### src/rtl/lfsr_rand_pkg.sv
// rtl/lfsr_rand_pkg.sv - shared types and constants for the LFSR range sampler
package lfsr_rand_pkg;

  localparam int RND_MAX_WIDTH    = 16;
  localparam int REJECT_CNT_WIDTH = 16;

  typedef enum logic [1:0] {
    IDLE   = 2'd0,
    SAMPLE = 2'd1,
    DONE   = 2'd2
  } state_t;

  // Increment that sticks at all-ones instead of wrapping.
  function automatic logic [REJECT_CNT_WIDTH-1:0] sat_inc(
    input logic [REJECT_CNT_WIDTH-1:0] v
  );
    return (&v) ? v : v + 1'b1;
  endfunction

endpackage

### src/rtl/range_mask_gen.sv
// rtl/range_mask_gen.sv - smallest all-ones mask covering limit-1
module range_mask_gen #(
  parameter int WIDTH = 8
) (
  input  logic [WIDTH-1:0] limit,
  output logic [WIDTH-1:0] mask
);

  logic [WIDTH-1:0] limit_m1;

  // limit==0 wraps to all-ones, which is exactly the full-range mask.
  assign limit_m1 = limit - 1'b1;

  // Smear the highest set bit of limit-1 down through every lower bit.
  always_comb begin
    logic [WIDTH-1:0] acc;
    acc = limit_m1;
    for (int s = 1; s < WIDTH; s = s * 2) begin
      acc = acc | (acc >> s);
    end
    mask = acc;
  end

endmodule

### src/rtl/lfsr_range_sampler.sv
// rtl/lfsr_range_sampler.sv - bounded uniform integers from LFSR bits by masked rejection
module lfsr_range_sampler
  import lfsr_rand_pkg::*;
#(
  parameter int WIDTH     = 8,
  parameter int MAX_TRIES = 16
) (
  input  logic                        clk_i,
  input  logic                        reset_i,
  input  logic [31:0]                 lfsr_state_i,
  input  logic [WIDTH-1:0]            limit_i,
  input  logic                        req_valid_i,
  output logic                        req_ready_o,
  output logic                        rnd_valid_o,
  input  logic                        rnd_ready_i,
  output logic [WIDTH-1:0]            rnd_o,
  output logic                        rnd_fallback_o,
  output logic [REJECT_CNT_WIDTH-1:0] reject_cnt_o
);

  localparam logic [7:0] LAST_TRY = 8'(MAX_TRIES - 1);

  state_t state_q, state_d;

  logic [WIDTH-1:0]            limit_q, limit_d;
  logic [WIDTH-1:0]            mask_q, mask_d;
  logic [WIDTH-1:0]            mask_from_limit;
  logic [WIDTH-1:0]            rnd_q, rnd_d;
  logic                        fb_q, fb_d;
  logic [7:0]                  tries_q, tries_d;
  logic [REJECT_CNT_WIDTH-1:0] rej_q, rej_d;
  logic [WIDTH-1:0]            cand;
  logic                        cand_ok;
  logic                        unused_lfsr_bits;

  range_mask_gen #(
    .WIDTH(WIDTH)
  ) u_mask (
    .limit(limit_i),
    .mask (mask_from_limit)
  );

  assign cand             = lfsr_state_i[WIDTH-1:0] & mask_q;
  assign cand_ok          = (limit_q == '0) || (cand < limit_q);
  assign unused_lfsr_bits = ^lfsr_state_i[31:WIDTH];

  // Handshake outputs decode straight from state; data outputs come from registers.
  assign req_ready_o    = (state_q == IDLE);
  assign rnd_valid_o    = (state_q == DONE);
  assign rnd_o          = rnd_q;
  assign rnd_fallback_o = fb_q;
  assign reject_cnt_o   = rej_q;

  // State register.
  always_ff @(posedge clk_i or posedge reset_i) begin
    if (reset_i) begin
      state_q <= IDLE;
    end else begin
      state_q <= state_d;
    end
  end

  // Next-state and datapath update for one sampling step.
  always_comb begin
    state_d = state_q;
    limit_d = limit_q;
    mask_d  = mask_q;
    tries_d = tries_q;
    rnd_d   = rnd_q;
    fb_d    = fb_q;
    rej_d   = rej_q;
    case (state_q)
      IDLE: begin
        if (req_valid_i) begin
          limit_d = limit_i;
          mask_d  = mask_from_limit;
          tries_d = '0;
          state_d = SAMPLE;
        end
      end
      SAMPLE: begin
        if (cand_ok) begin
          rnd_d   = cand;
          fb_d    = 1'b0;
          state_d = DONE;
        end else begin
          rej_d   = sat_inc(rej_q);
          tries_d = tries_q + 8'd1;
          if (tries_q == LAST_TRY) begin
            // cand <= mask < 2*limit, so one subtraction lands in range.
            rnd_d   = cand - limit_q;
            fb_d    = 1'b1;
            state_d = DONE;
          end
        end
      end
      DONE: begin
        if (rnd_ready_i) begin
          state_d = IDLE;
        end
      end
      default: state_d = IDLE;
    endcase
  end

  // Datapath registers; reset discards any in-flight request.
  always_ff @(posedge clk_i or posedge reset_i) begin
    if (reset_i) begin
      limit_q <= '0;
      mask_q  <= '0;
      tries_q <= '0;
      rnd_q   <= '0;
      fb_q    <= 1'b0;
      rej_q   <= '0;
    end else begin
      limit_q <= limit_d;
      mask_q  <= mask_d;
      tries_q <= tries_d;
      rnd_q   <= rnd_d;
      fb_q    <= fb_d;
      rej_q   <= rej_d;
    end
  end

endmodule

### config.mk
export PLATFORM = sky130hd
export DESIGN_NAME = lfsr_range_sampler
export DESIGN_NICKNAME = d
export VERILOG_FILES = /design/src/rtl/lfsr_rand_pkg.sv /design/src/rtl/range_mask_gen.sv /design/src/rtl/lfsr_range_sampler.sv
export SDC_FILE = /design/constraint.sdc
export NUM_CORES = 1
export LEC_CHECK = 0
export ABC_AREA = 1
export CAP_MARGIN = 20
export CORE_MARGIN = 3
export CORE_UTILIZATION = 51
export DETAILED_ROUTE_END_ITERATION = 6
export PLACE_DENSITY_LB_ADDON = 0.25
export SYNTH_ARGS = -nofsm -noshare
export SYNTH_HDL_FRONTEND = slang
export SYNTH_SLANG_ARGS = --single-unit
### constraint.sdc
create_clock -name clk_i -period 2.71 [get_ports clk_i]
set_input_delay 0.271 -clock clk_i [delete_from_list [all_inputs] [get_ports clk_i]]
set_output_delay 0.271 -clock clk_i [all_outputs]
set_load 0.05 [all_outputs]
==> impl_metrics.json <==
{
  "cp.arrival_ns": 2.55,
  "clockRootBuffer": "clkbuf_8",
  "cts_tree": "yes",
  "skew_ns": 0.00925,
  "n_antenna_cell": 0,
  "die-area_um2": 7200,
  "hold_class": "input pin to async pin",
  "synthesis.area_um2": 3170,
  "synth_top_flop_cell": "dfrtp_1",
  "synth_edf_count": 0,
  "critPathTopFamily": "buffers and inverters",
  "yosys.area_share.adder_pct": 5.37,
  "first_global_vias": 2816,
  "drt_iter0_markers": 110,
  "drv_cap": 0,
  "fin_util_pct": 64.4,
  "synth_common_cells": "nand2_1, inv_1, dfrtp_1",
  "avgSynthCellArea_um2": 7.12,
  "drc": 0,
  "hold_violations": 0,
  "path_max_fanout": 9,
  "worstSetupStartpointType": "input pin",
  "leakagePower_nw": 1.97,
  "fillers": 542,
  "peakVddDrop_v": 0.000602,
  "fp.dieW_um": 84.8,
  "routedWlPerCell_um": 11.8,
  "crit_type": "input pin to flop",
  "postCtsSetupBuffers": 0,
  "reg2regPathDepth": 13,
  "vias_per_cell": 4.98,
  "row_count": 28,
  "min_period_ns": 2.30,
  "grt_pass1_wl_um": 12200,
  "coreArea_um2": 5960,
  "synthCells": 445,
  "yosysMostFrequentCell": "nand2_1",
  "path_clk_slew_ns": 0.10,
  "synthSimpleGateAreaFrac_pct": 33.4,
  "status": "complete, no violations",
  "synth_compound_area_share_pct": 5.64,
  "worstPathRequired_ns": 2.96,
  "path_buf_inv": 3,
  "portBuffers": 46,
  "rr_startpoint": "mask_q[0]",
  "die_h_um": 84.8,
  "clockBufferDepth": 2,
  "layout-drive-gt1-share_pct": 4.99,
  "tns_ns": 0,
  "firstDrtPassIters": 4,
  "fin_crit_sh_pct": 84.8,
  "max_freq_mhz": 435,
  "relSlewSlack_pct": 66.1,
  "synth_area_leader_cell": "dfrtp_1",
  "grt_max_degree": 26,
  "maxSlewViolCount": 0,
  "ys_ff_latch": 51,
  "worst_pin_slew_ns": 0.507,
  "clk_latency_ns": 0.31,
  "post_cts_resized": 0,
  "place.gp.congestion": 0.853,
  "async_flop_share_pct": 100,
  "slowest_delay_ns": 0.50,
  "synth-xor-area-share_pct": 6.91,
  "crit_slowest_cell": "clkdlybuf4s50_1",
  "syn_nets": 502,
  "crit_top_cell": "nand2_1",
  "synth_top_family_by_area": "simple AND/OR/NAND/NOR gates",
  "cp_cell_sequence": "clkdlybuf4s50_1 > nand2_1 > ha_1 > fa_1 > inv_1 > nand2_1 > nand2_1 > nand3_1 > nand2_2 > nand2_1 > buf_4 > o21ai_0 > nand2_1 > nand2_1",
  "yosys_warnings": 0,
  "hpwl_um": 5350,
  "p_per_area_nw_per_um2": 957,
  "worstReg2RegEnd": "rnd_o[3]",
  "numClockSinks": 51,
  "ys_seq_area_share_pct": 40.3,
  "synth_top_area_share_pct": 40.3,
  "setup_viol": 0,
  "antenna_left": 0,
  "htree_num_levels": 2,
  "reg2reg_slack_ns": 0.47,
  "vias": 2868,
  "area_growth_pct": 21.0,
  "end_kind": "flop",
  "fin_nets": 557,
  "synth_area_leaders": "dfrtp_1, nand2_1, inv_1, xor2_1, ha_1",
  "drt_wl_total_um": 6780,
  "holdBufCountCts": 0,
  "ys_types": 28,
  "rsz0062_at_grt": "no",
  "grt.overflow.total": 0,
  "grtUsageTotal_pct": 20.5,
  "num_io_pins": 71,
  "muxShareOfSynthArea_pct": 0,
  "antenna_found_initial": 0,
  "cts_buffers": 5,
  "start_util_pct": 53.2
}
## stage by stage
| stage | power [mW] | area [um^2] | worst slack, ns | cells | hold slack, ns |
|---|---|---|---|---|---|
| 2_1_floorplan | 2.66 | 3170 | 0.679 | 445 | 0.357 |
| 3_3_place_gp | 3.18 | 3750 | 0.144 | 568 | 0.463 |
| 3_5_place_dp | 3.24 | 3750 | 0.105 | 568 | 0.465 |
| 4_1_cts | 3.69 | 3830 | 0.414 | 576 | 0.297 |
| 5_1_grt | 4.03 | 3830 | 0.227 | 576 | 0.323 |
| 6_report | 3.67 | 3830 | 0.412 | 576 | 0.287 |
## how the worst max path moves through the flow
stage / slack [ns] / to / start / depth (start not counted)
floorplan: 0.68 / reject_cnt_o[9] / limit_q[0] / 14
global route: 0.23 / rnd_o[3] / lfsr_state_i[0] / 14
CTS: 0.41 / rnd_o[4] / lfsr_state_i[0] / 14
global placement: 0.14 / rnd_o[4] / lfsr_state_i[0] / 14
detailed placement: 0.10 / reject_cnt_o[2] / lfsr_state_i[0] / 15
finish: 0.41 / rnd_o[3] / lfsr_state_i[0] / 14
## cell type report
| cell class | count | area (um^2) | area share, % |
|---|---|---|---|
| inverters | 57 | 214 | 5.58 |
| clock inverters | 3 | 18.8 | 0.489 |
| repair buffers | 56 | 536 | 14.0 |
| well taps | 75 | 93.8 | 2.45 |
| multi-input cells | 329 | 1630 | 42.4 |
| clock buffers | 5 | 68.8 | 1.79 |
| flip-flops and latches | 51 | 1280 | 33.3 |
## metal layers
layer  global-route usage [%]  part of all wire (%)
met5                        0                     0
met4                     7.34                   1.7
met3                     3.20                   3.9
met2                     33.7                    46
met1                     27.7                    48
## flip-flops by register name (all words and copies together) (netlist names)
signal / cells
reject_cnt_o: 16
mask_q: 8
rnd_fallback_o: 1
limit_q: 8
state_q: 2
tries_q: 8
rnd_o: 8
## report_power, final
part	switching [mW]	leakage, nW	internal [mW]
Clock	0.264	0.0483	0.182
Sequential	0.150	0.657	0.973
Combinational	1.36	1.27	0.737
## placed cells by master, fill, tap and decap left out, drive strengths merged
cell,netlist,layout
dfrtp,51,51
nand4,6,6
buf,5,10
inv,57,58
nand2,178,178
o211ai,1,1
or2,1,1
nor2,32,32
clkdlybuf4s50,0,46
fa,1,1
o31ai,1,1
o21ai,27,27
clkbuf,3,5
nand3b,2,2
nor3,7,7
xnor2,7,7
a21oi,3,3
o21bai,1,1
xor2,18,18
nor3b,1,1
o22ai,1,1
clkinv,0,2
ha,12,12
nand3,30,30
## kinds of logic (layout without fill, tap and decap cells)
family,Yosys count,in the layout
simple gates,257,257
buf+inv,65,121
flops,51,51
compound gates,34,34
xor+xnor,25,25
fa+ha+maj,13,13
No activity file was read; power rests on OpenSTA's default activity.
